$ cat src/rtl/countdown_if.sv
// Bus bundle for the countdown timer: control inputs from the controller and
// the registered timer outputs back to it.
interface countdown_if #(
    parameter int WIDTH = 64
);
    // No handshake: Load qualifies LoadValue in the cycle it is high, En/Slt/Reload
    // are level controls sampled every rising edge, and Count/Zero/Busy are always valid.
    logic             Load;
    logic [WIDTH-1:0] LoadValue;
    logic             En;
    logic             Slt;
    logic             Reload;
    logic [WIDTH-1:0] Count;
    logic             Zero;
    logic             Busy;

    modport master (
        output Load, LoadValue, En, Slt, Reload,
        input  Count, Zero, Busy
    );

    modport slave (
        input  Load, LoadValue, En, Slt, Reload,
        output Count, Zero, Busy
    );
endinterface

$ cat src/rtl/countdown.sv
// Loadable down-counting timer with optional divide-by-PRESCALE tick and a one-cycle Zero pulse.
// Define COUNTDOWN_AUTORELOAD_EN to reload Count from the last loaded value on a terminal tick.
module countdown #(
    parameter int WIDTH    = 64,
    parameter int PRESCALE = 4
) (
    input  logic       Clk,
    input  logic       Reset_n,
    countdown_if.slave bus,
    output logic [1:0] State
);
    localparam int                TI_W   = $clog2(PRESCALE);
    localparam logic [TI_W-1:0]   TI_MAX = TI_W'(PRESCALE - 1);

    typedef enum logic [1:0] {
        IDLE    = 2'd0,
        RUN     = 2'd1,
        EXPIRED = 2'd2
    } state_t;

    state_t           state_q, state_d;
    logic [WIDTH-1:0] count_q, count_d;
    logic [TI_W-1:0]  ti_q, ti_d;
    logic             zero_q, zero_d;
    logic             tick;
    logic             terminal;

`ifdef COUNTDOWN_AUTORELOAD_EN
    logic [WIDTH-1:0] preset_q, preset_d;
`else
    logic unused_reload;
    assign unused_reload = bus.Reload;
`endif

    assign tick     = (state_q == RUN) && bus.En && (!bus.Slt || (ti_q == TI_MAX));
    assign terminal = tick && (count_q == WIDTH'(1));

    always_ff @(posedge Clk or negedge Reset_n) begin
        if (!Reset_n) begin
            state_q  <= IDLE;
            count_q  <= '0;
            ti_q     <= '0;
            zero_q   <= 1'b0;
`ifdef COUNTDOWN_AUTORELOAD_EN
            preset_q <= '0;
`endif
        end else begin
            state_q  <= state_d;
            count_q  <= count_d;
            ti_q     <= ti_d;
            zero_q   <= zero_d;
`ifdef COUNTDOWN_AUTORELOAD_EN
            preset_q <= preset_d;
`endif
        end
    end

    always_comb begin
        state_d  = state_q;
        count_d  = count_q;
        ti_d     = ti_q;
        zero_d   = 1'b0;
`ifdef COUNTDOWN_AUTORELOAD_EN
        preset_d = preset_q;
`endif
        if (bus.Load) begin
            // A load beats any tick in flight, so a colliding terminal tick never pulses Zero.
            count_d  = bus.LoadValue;
            ti_d     = '0;
            state_d  = (bus.LoadValue != '0) ? RUN : IDLE;
`ifdef COUNTDOWN_AUTORELOAD_EN
            preset_d = bus.LoadValue;
`endif
        end else begin
            if ((state_q == RUN) && bus.En && bus.Slt)
                ti_d = (ti_q == TI_MAX) ? '0 : ti_q + TI_W'(1);
            case (state_q)
                RUN: begin
                    if (terminal) begin
                        zero_d = 1'b1;
`ifdef COUNTDOWN_AUTORELOAD_EN
                        if (bus.Reload) begin
                            count_d = preset_q;
                        end else begin
                            count_d = '0;
                            state_d = EXPIRED;
                        end
`else
                        count_d = '0;
                        state_d = EXPIRED;
`endif
                    end else if (tick) begin
                        count_d = count_q - WIDTH'(1);
                    end
                end
                EXPIRED: state_d = IDLE;
                IDLE:    state_d = IDLE;
                default: state_d = IDLE;
            endcase
        end
    end

    always_comb begin
        bus.Count = count_q;
        bus.Zero  = zero_q;
        bus.Busy  = (state_q == RUN);
        State     = state_q;
    end
endmodule

$ cat src/flat_wrapper.sv
// flat-port wrapper written by rule: the top's interface ports become plain ports
module countdown_flat 
#(
    parameter int WIDTH    = 64,
    parameter int PRESCALE = 4
)
  (Clk, Reset_n, State, bus_Load, bus_LoadValue, bus_En, bus_Slt, bus_Reload, bus_Count, bus_Zero, bus_Busy);
  countdown_if #(.WIDTH(WIDTH)) bus_i ();
  input  logic Clk;
  input  logic Reset_n;
  output logic [1:0] State;
  input wire logic [$bits(bus_i.Load)-1:0] bus_Load;
  input wire logic [$bits(bus_i.LoadValue)-1:0] bus_LoadValue;
  input wire logic [$bits(bus_i.En)-1:0] bus_En;
  input wire logic [$bits(bus_i.Slt)-1:0] bus_Slt;
  input wire logic [$bits(bus_i.Reload)-1:0] bus_Reload;
  output wire logic [$bits(bus_i.Count)-1:0] bus_Count;
  output wire logic [$bits(bus_i.Zero)-1:0] bus_Zero;
  output wire logic [$bits(bus_i.Busy)-1:0] bus_Busy;
  assign bus_i.Load = bus_Load;
  assign bus_i.LoadValue = bus_LoadValue;
  assign bus_i.En = bus_En;
  assign bus_i.Slt = bus_Slt;
  assign bus_i.Reload = bus_Reload;
  assign bus_Count = bus_i.Count;
  assign bus_Zero = bus_i.Zero;
  assign bus_Busy = bus_i.Busy;
  countdown #(.WIDTH(WIDTH), .PRESCALE(PRESCALE)) u_core (.Clk(Clk), .Reset_n(Reset_n), .bus(bus_i), .State(State));
endmodule
$ cat config.mk
export PLATFORM = sky130hd
export DESIGN_NAME = countdown_flat
export DESIGN_NICKNAME = d
export VERILOG_FILES = /design/src/rtl/countdown_if.sv /design/src/rtl/countdown.sv /design/src/flat_wrapper.sv
export SDC_FILE = /design/constraint.sdc
export NUM_CORES = 1
export LEC_CHECK = 0
export ABC_AREA = 1
export ABC_CLOCK_PERIOD_IN_PS = 1750
export BUFFER_PORTS_ARGS = -buffer_cell sky130_fd_sc_hd__buf_2
export CORE_MARGIN = 1.5
export CORE_UTILIZATION = 29
export CTS_CLUSTER_DIAMETER = 120
export DETAILED_ROUTE_END_ITERATION = 8
export GPL_TIMING_DRIVEN = 0
export PLACE_DENSITY_LB_ADDON = 0.05
export SETUP_SLACK_MARGIN = 0.1
export SYNTH_ARGS = -nofsm -noshare
export SYNTH_HDL_FRONTEND = slang
export SYNTH_SLANG_ARGS = --single-unit
$ cat constraint.sdc
create_clock -name Clk -period 1.75 [get_ports Clk]
set_input_delay 0.4375 -clock Clk [delete_from_list [all_inputs] [get_ports Clk]]
set_output_delay 0.4375 -clock Clk [all_outputs]
set_load 0.1 [all_outputs]
After elaboration in Yosys (flattened, before gate mapping). Index checks and enable logic that the tools add are counted.

Word-level logic and storage cells: 35. Register bits after elaboration: 69. Output and inout bits: 68.

Eq/ne operators: 4. Reductions and logical operators: 11. Multiplexer cells: 14. Add/subtract/negate cells: 2.

Operators with widths (count): $mux 64 (4); $eq 64x1->1 const B (1); $reduce_bool 64->1 (1); $sub 64x1->64 const B (1); $mux 2 (6); $logic_and 1x1->1 (4); $mux 1 (4); $reduce_bool 2->1 (2); $ne 3x2->1 const B (1); $reduce_bool 3->1 (1); $add 2x1->2 const B (1); $eq 2x1->1 const B (1); $eq 2x2->1 const B (1); $reduce_and 2->1 (1); $logic_not 1->1 (1); $logic_or 1x1->1 (1).

Depth between registers and ports, before layout. Gate-level depths: netlist (run 1).

Depth after elaboration: 7. Mapped depth: 11.

Worst setup path before layout (run 1). Ideal clock, no wire load.

Path kind: reg-to-reg. From: reg u_core.state_q[0] (netlist: u_core.State[0]). To: reg u_core.count_q[17] (netlist: u_core.bus.Count[17]). Clock period less this slack: 2245 ps. Path buffers: 1. Data arrival time: 2121 ps. Stages on the path, launching flop included: 8. Setup slack: -495 ps. Library setup time: 124 ps. Path through: dfrtp_1 -> nand3_1 -> nor2_2 -> inv_2 -> nand2_1 -> clkbuf_1 -> o22ai_1 -> o21bai_1.

Cells in the longest elaborated chain, start to end: 7. Elaborated cells between the ends (all ways): 10. Those cells by class: eq/ne: 1; mux: 3; reduce/logical: 6.

RTL lines: from (decl) (line countdown.sv:21) `state_t state_q, state_d;`; from (signal assigned) (line countdown.sv:48) `state_q <= state_d;`; $eq 2x1->1 * (line countdown.sv:35, countdown.sv:77); $logic_and 1x1->1 (2 in series) (line countdown.sv:35) `assign tick = (state_q == RUN) && bus.En && (!bus.Slt || (ti_q == TI_MAX));`; $logic_and 1x1->1 (line countdown.sv:36) `assign terminal = tick && (count_q == WIDTH'(1));`; $mux 64 (line countdown.sv:79) `if (terminal) begin`; $mux 64 (line countdown.sv:77) `case (state_q)`; $mux 64 (line countdown.sv:66) `if (bus.Load) begin`; to (signal assigned) (line countdown.sv:49) `count_q <= count_d;`; to (decl) (line countdown.sv:22) `logic [WIDTH-1:0] count_q, count_d;`.

Mark *: on every way between the ends. The rest lies on a longest branch, timed or not. The select of a mux whose other input is x is not followed. A chain may end at the register's enable or synchronous reset.

Worst setup path after layout (run 1).
From: reg u_core.count_q[46] (netlist: u_core.bus.Count[46]). To: reg u_core.count_q[25] (netlist: u_core.bus.Count[25]).

Cells in the longest elaborated chain, start to end: 5. Elaborated cells between the ends (all ways): 7. Those cells by class: eq/ne: 1; mux: 3; reduce/logical: 3.

RTL lines (line): $eq 64x1->1 * (countdown.sv:36); $logic_and 1x1->1 * (countdown.sv:36); $mux 64 (countdown.sv:79); $mux 64 (countdown.sv:77); $mux 64 (countdown.sv:66).

Marked as above.

==> impl_metrics.toml, run 1 <==
[final_layout]
fill_cell_total_of_the_finished_layout = 2020
drive_above_1_share_pct = 38.6
num_antenna_cells = 0
finish.net_count = 1131
finish.utilization_pct = 44.5
top_library_cells_by_usage_in_the_layout_fill_and_taps_aside = "sky130_fd_sc_hd__nand2_1 (222), sky130_fd_sc_hd__inv_1 (106), sky130_fd_sc_hd__buf_4 (86), sky130_fd_sc_hd__nor2_1 (83), sky130_fd_sc_hd__buf_2 (73)"
layout-area-overhead-vs-synth_pct = 51.4
final_common_cell = "sky130_fd_sc_hd__nand2_1"
layoutNonFillerInstCount = 1297

[die]
fp.dieW_um = 140
chipHeight_um = 140
initial_core_utilization_pct = 29.4
core-area_sq_um = 18600
io-pin-count = 138
design.die.area_sq_um = 19700
core.rowCount = 50

[critical_path]
crit_arrival_ps = 2090
critical_path_required_ps = 1980
crit_path_max_incr_delay_ps = 490
setup.worst_path.end_class = "flip-flop"
cp_max_fo = 10
cp-start-kind = "flip-flop"
critical_path_class = "reg -> reg"
critical_path.cell_chain = "nor2_2 -> nand2_2 -> nor2_2 -> nand2_2 -> nor2_4 -> nand3_4 -> nand3_4 -> buf_12 -> buf_8 -> o21bai_1"
crit_slowest_cell = "sky130_fd_sc_hd__dfrtp_4"

[sta]
timing.final.setup_violations = 64
min_period_over_period_pct = 106
timing.final.hold_violations = 0
timing_worst_slew_pin_value_ps = 698
max_slew_margin_pct = 53.4
min_setup_slack_post_route_ps = -112
fmax_mhz = 537
period_minus_slack_ps = 1860
worst_clock_skew_ps = 5.89
setup_repair_after_global_routing_missed_its_margin = "yes"
max_slew_violations = 0
worst_hold_slack_ps = 2.80

[pwr]
total_leakage_power_nw = 3.67
power.switching_fraction_pct = 47.1
share_clk_of_total_power_pct = 25.1
power_w = 0.00694
p_seq_share_pct = 31.4
switching_power_of_the_nets_w = 0.00327
vdd.ir_drop.worst_mv = 0.480
p_int_w = 0.00367
power_frac_comb_pct = 43.5
cellPowerDensity_nw_per_um2 = 836

[clock_network]
clock_tree.htree_level_count = 3
clock_path_buffers = 2
cts.clk_slew.worst_paths_ps = 60
worstSkewPairLatency_ps = 350
cts_buffers = 9
tritoncts_clock_tree = "yes"
sink_count_of_the_clock_tree = 69
cts.hold.buffers_added = 0
root_buffer_cell = "sky130_fd_sc_hd__clkbuf_16"

[drt]
drt_iter0_markers = 383
postRouteWirelength_um = 23100
ant_nets = 0
routedWlPerCell_um = 17.8
drt_pass1_iterations = 5
via_per_inst = 4.82
drc = 0
total_via_count_in_the_routed_design = 6246

[placement]
dp_slack_ps = -469
gpl.final_weighted_congestion = 0.903
detailedPlacementHpwl_um = 17900
dp_cells = 1229
i_o_buffers = 136

[worst_hold_path]
hp-class = "in -> async"

[yosys]
seq_area_frac_synth_pct = 31.5
synth_area_sq_um = 5480
synthCells = 858
post_synth_num_cell_types = 26
yosysWarningCount = 0
synth_area_per_cell_sq_um = 6.39
ys_ff_latch = 69
postSynthNetCount = 931

[flow_run]
max-cap-violations = 0

[status]
status = "finished, violations left"
failed_checks = "negative setup slack"

[grt]
grt_antenna_before_repair = 0
via_count_of_the_first_global_routing_pass = 6173
track_usage_pct = 23.6
grt_max_degree = 46
globalRoute.totalOverflow = 0
wire_length_of_the_first_global_routing_pass_um = 35000
==> power groups by stage <==
| stage | Clock, W | Sequential, W | Combinational, W |
|---|---|---|---|
| floorplan | 0 | 0.00332 | 0.000819 |
| global placement | 0 | 0.00217 | 0.00258 |
| detailed placement | 0 | 0.00217 | 0.00259 |
| CTS | 0.00177 | 0.00216 | 0.00282 |
| global route | 0.00182 | 0.00221 | 0.00321 |
| finish | 0.00174 | 0.00218 | 0.00302 |
==> worst max-delay path: cells and delay by family (launching register included) <==
kind / cells / cell delay [ps]
buffers and inverters: 2 / 290
flip-flops: 1 / 490
AND/OR/NAND/NOR: 7 / 900
AO/OA/AOI/OAI: 1 / 70
==> through the flow <==
stage | cell area [sq um] | TNS [ps]
6_report | 8300 | -5500
5_1_grt | 8300 | -9580
4_1_cts | 7780 | -4090
3_5_place_dp | 6840 | -28440
3_3_place_gp | 6810 | -69780
2_1_floorplan | 5830 | -1250
==> synth_stat cells <==
cell type | count | area (sq um)
sky130_fd_sc_hd__nand2_1 | 248 | 931
sky130_fd_sc_hd__nor2_1 | 150 | 563
sky130_fd_sc_hd__inv_1 | 111 | 417
sky130_fd_sc_hd__dfrtp_1 | 69 | 1730
sky130_fd_sc_hd__o21bai_1 | 62 | 465
sky130_fd_sc_hd__nand3_1 | 56 | 280
sky130_fd_sc_hd__o21ai_0 | 36 | 180
sky130_fd_sc_hd__xor2_1 | 30 | 263
sky130_fd_sc_hd__o22ai_1 | 25 | 156
sky130_fd_sc_hd__clkbuf_1 | 13 | 48.8
sky130_fd_sc_hd__nand4_1 | 8 | 50.1
sky130_fd_sc_hd__nor2_2 | 8 | 50.1
sky130_fd_sc_hd__nor4_1 | 8 | 50.1
sky130_fd_sc_hd__buf_6 | 6 | 67.6
sky130_fd_sc_hd__nor2_4 | 6 | 67.6
sky130_fd_sc_hd__inv_2 | 4 | 15.0
sky130_fd_sc_hd__nor3_1 | 4 | 20.0
sky130_fd_sc_hd__ha_1 | 3 | 37.5
sky130_fd_sc_hd__buf_2 | 2 | 10.0
sky130_fd_sc_hd__nand2_2 | 2 | 12.5
sky130_fd_sc_hd__nand3_2 | 2 | 20.0
sky130_fd_sc_hd__and2_1 | 1 | 6.26
sky130_fd_sc_hd__nand3_4 | 1 | 17.5
sky130_fd_sc_hd__nand3b_1 | 1 | 7.51
sky130_fd_sc_hd__o32ai_1 | 1 | 8.76
sky130_fd_sc_hd__xnor2_1 | 1 | 8.76
==> layout make-up <==
class	count	area [sq um]	area share (%)
Clock inverter	5	27.5	0.332
Clock buffer	11	233	2.80
Inverter	115	445	5.37
Tap cell	234	293	3.53
Sequential cell	69	1930	23.3
Multi-Input combinational cell	653	3750	45.2
Timing Repair Buffer	189	1440	17.3
Buffer	21	174	2.10
==> logic make-up after synthesis <==
group	count (synthesis)	share of synthesized area (%)
and+or+nand+nor	495	37.9
xor gates and xnor gates	31	4.95
DFF	69	31.5
buffers and inverters	136	10.2
adders and majority gates	3	0.685
AOI/OAI and AO/OA	124	14.8
==> sequential cells by signal (all words and copies together) (netlist names) <==
| signal | flops |
|---|---|
| u_core.State | 2 |
| u_core.bus.Count | 64 |
| u_core.bus.Zero | 1 |
| u_core.ti_q | 2 |
==> metal layers <==
metal,up-vias,part of all wire (%),track usage [%]
met5,-,0,0
met4,0,2.2,8.28
met3,27,4.5,2.84
met2,164,47,39.3
met1,2936,47,31.6
li1,3119,-,-
==> what timing repair did <==
item                       4_1_cts  5_1_grt
gates resized for setup        134       89
cloned                           1        2
setup endpoints to repair      122       77
pin swaps                       14       29
hold endpoints to repair         0        0
setup buffers                   30       20
==> path summary, 6_finish.rpt <==
check,end,startpoint,slack [ps],depth (start not counted)
setup / recovery,u_core.bus.Count[25]$_DFFE_PN0P_,u_core.bus.Count[46]$_DFFE_PN0P_,-110,10
hold / removal,u_core.bus.Count[29]$_DFFE_PN0P_,Reset_n,3,1
setup reg to reg,u_core.bus.Count[25]$_DFFE_PN0P_,u_core.bus.Count[46]$_DFFE_PN0P_,-110,10
hold reg to reg,u_core.bus.Count[0]$_DFFE_PN0P_,u_core.bus.Count[0]$_DFFE_PN0P_,550,1
max in group asynchronous,u_core.bus.Count[0]$_DFFE_PN0P_,Reset_n,1140,2
min in group Clk,u_core.bus.Count[3]$_DFFE_PN0P_,bus_LoadValue[3],400,4
(Power assumes the default switching activity.)
==> run 2: changes to the inputs <==
Settings changed: ABC_CLOCK_PERIOD_IN_PS 1750 to 2300, CELL_PAD_IN_SITES_DETAIL_PLACEMENT from default to 0, CELL_PAD_IN_SITES_GLOBAL_PLACEMENT from default to 1.
Clock period 1.75 ns to 2.3 ns, I/O delays scaled along.
==> run 2 against run 1 <==
Compared with the run above: the run now ends clean; power decreased by 29%; highest routed layer unchanged; clock skew up 2.5 ps; wire length decreased by 3.1%; cell count down 3.9%; clock-buffer cell count did not move; hold slack better by 130 ps.
==> impl_metrics.toml, run 2 (synthesis gave the netlist of run 1 again) <==
[status]
status = "finished, final reports clean"

[sta]
worst_clock_skew_ps = 8.39
max_slew_margin_pct = 49.5
period_minus_slack_ps = 2070
max_slew_violations = 0
min_period_over_period_pct = 89.9
timing.final.hold_violations = 0
min_setup_slack_post_route_ps = 233
timing_worst_slew_pin_value_ps = 757
setup_repair_after_global_routing_missed_its_margin = "yes"
fmax_mhz = 484
timing.final.setup_violations = 0
worst_hold_slack_ps = 130

[die]
core-area_sq_um = 18600
fp.dieW_um = 140
design.die.area_sq_um = 19700
io-pin-count = 138
chipHeight_um = 140
initial_core_utilization_pct = 29.4
core.rowCount = 50

[final_layout]
multi_input_area_sq_um = 3260
fill_cell_total_of_the_finished_layout = 2142
num_antenna_cells = 0
final_common_cell = "sky130_fd_sc_hd__nand2_1"
finish.net_count = 1080
largest_register_ff_count = 64
seq_area_sq_um = 1730
drive_above_1_share_pct = 19.8
top_library_cells_by_usage_in_the_layout_fill_and_taps_aside = "sky130_fd_sc_hd__nand2_1 (247), sky130_fd_sc_hd__nor2_1 (139), sky130_fd_sc_hd__buf_2 (137), sky130_fd_sc_hd__inv_1 (111), sky130_fd_sc_hd__dfrtp_1 (68)"
layout-area-overhead-vs-synth_pct = 24.8

[placement]
detailedPlacementHpwl_um = 18300
dp_slack_ps = -136
gpl.final_weighted_congestion = 0.841
i_o_buffers = 136

[clock_network]
worstSkewPairLatency_ps = 350
cts_buffers = 9
clock_tree.htree_level_count = 3
cts.clk_slew.worst_paths_ps = 60
root_buffer_cell = "sky130_fd_sc_hd__clkbuf_16"
tritoncts_clock_tree = "yes"
sink_count_of_the_clock_tree = 69
clock_path_buffers = 2
cts.hold.buffers_added = 0

[critical_path]
crit-reg2reg-launch = "u_core.bus.Count[1]$_DFFE_PN0P_"
reg2reg_slack_ps = 230
critical_path_class = "reg -> reg"
crit_arrival_ps = 2340
timing.critical_path.max_delay_family = "simple AND/OR/NAND/NOR gates"
crit_path_max_incr_delay_ps = 380
worst_path_most_repeated_cell = "sky130_fd_sc_hd__nand2_1"
crit_slowest_cell = "sky130_fd_sc_hd__dfrtp_1"
cp-start-kind = "flip-flop"
critical_path.n_buffers_inverters = 1
worstSetupStartpoint = "u_core.bus.Count[1]$_DFFE_PN0P_"
cp_max_fo = 5
critical_path_required_ps = 2570
setup.worst_path.end_class = "flip-flop"
critical_path.cell_chain = "inv_1 -> ha_2 -> nand2_2 -> nor2_4 -> nand2_1 -> nor2_4 -> nand2_1 -> nand2_1 -> nand2_1 -> o21bai_1"

[grt]
grt_antenna_before_repair = 0
via_count_of_the_first_global_routing_pass = 5953
wire_length_of_the_first_global_routing_pass_um = 34300
track_usage_pct = 23.5
grt_max_degree = 49
globalRoute.totalOverflow = 0

[pwr]
total_leakage_power_nw = 3.25
vdd.ir_drop.worst_mv = 0.335
cellPowerDensity_nw_per_um2 = 718

[drt]
wl_met1_um = 10600
routedWlPerCell_um = 17.9
via_per_inst = 4.73
drc = 0
routed-wl-met2_um = 10400
drt_iter0_markers = 305
postRouteWirelength_um = 22400
met3_length_um = 934
top_layer = "met4"
ant_nets = 0
total_via_count_in_the_routed_design = 5896
drt_pass1_iterations = 5

[flow_run]
max-cap-violations = 0

[worst_hold_path]
hp-class = "in -> async"
-- run 2: cell types whose count changed in the layout (fill, tap and decap cells not counted), moves of 8 or more --
cell / change
sky130_fd_sc_hd__buf_2: +64
sky130_fd_sc_hd__buf_4: -84
sky130_fd_sc_hd__buf_6: -8
sky130_fd_sc_hd__clkbuf_4: -11
sky130_fd_sc_hd__dfrtp_1: +65
sky130_fd_sc_hd__dfrtp_2: -15
sky130_fd_sc_hd__dfrtp_4: -50
sky130_fd_sc_hd__nand2_1: +25
sky130_fd_sc_hd__nand2_2: -19
sky130_fd_sc_hd__nor2_1: +56
sky130_fd_sc_hd__nor2_2: -15
sky130_fd_sc_hd__nor2_4: -41
-- run 2: per-stage QoR --
stage	total power (W)	setup TNS, ps	instance area [sq um]	utilization, %	std cells
detailed placement	0.00350	-1730	6480	34.8	1229
global route	0.00517	0	6840	36.7	1246
finish	0.00491	0	6840	36.7	1246
CTS	0.00495	0	6790	36.4	1245
floorplan	0.00302	0	5480	-	858
global placement	0.00350	-1750	6450	34.6	1228
-- run 2: area by class of cell --
class	instances	area share [%]
Clock inverter	5	0.768
Buffer	21	1.90
Inverter	115	6.31
Clock buffer	11	3.40
Timing Repair Buffer	138	10.5
Tap cell	234	4.28
Sequential cell	69	25.3
Multi-Input combinational cell	653	47.6
-- run 2: worst register-to-register path, cell delays in order, from the launching register on --
cell and delay [ps]:
sky130_fd_sc_hd__dfrtp_1 380, sky130_fd_sc_hd__inv_1 130, sky130_fd_sc_hd__ha_2 330, sky130_fd_sc_hd__nand2_2 130
sky130_fd_sc_hd__nor2_4 190, sky130_fd_sc_hd__nand2_1 250, sky130_fd_sc_hd__nor2_4 270, sky130_fd_sc_hd__nand2_1 80
sky130_fd_sc_hd__nand2_1 60, sky130_fd_sc_hd__nand2_1 40, sky130_fd_sc_hd__o21bai_1 140
-- run 2: worst paths after layout --
path | end | cells past startpoint
worst min-delay path | u_core.bus.Count[30]$_DFFE_PN0P_ | 1
worst min register to register | u_core.bus.Count[0]$_DFFE_PN0P_ | 1
min in group Clk | u_core.bus.Count[0]$_DFFE_PN0P_ | 1
max in group asynchronous | u_core.State[0]$_DFFE_PN0P_ | 2
worst max register to register | u_core.bus.Count[58]$_DFFE_PN0P_ | 10
worst max-delay path | u_core.bus.Count[58]$_DFFE_PN0P_ | 10
-- run 2: repair_timing --
item	CTS	global route
pin swaps	0	1
gates resized for setup	6	17
endpoints found under the setup margin	25	61
buffers inserted	0	1
-- run 2: where the power goes --
group	internal, W	total [W]	switching [W]
Sequential	0.00134	0.00153	0.000191
Clock	0.000836	0.00143	0.000591
Combinational	0.000406	0.00195	0.00154
Total	0.00259	0.00491	0.00233
-- run 2: layer usage --
layer,GRT usage (%),vias to the layer above
met5,0,-
met2,39.3,141
li1,-,3020
met4,5.81,0
met3,4.07,20
met1,31.4,2715
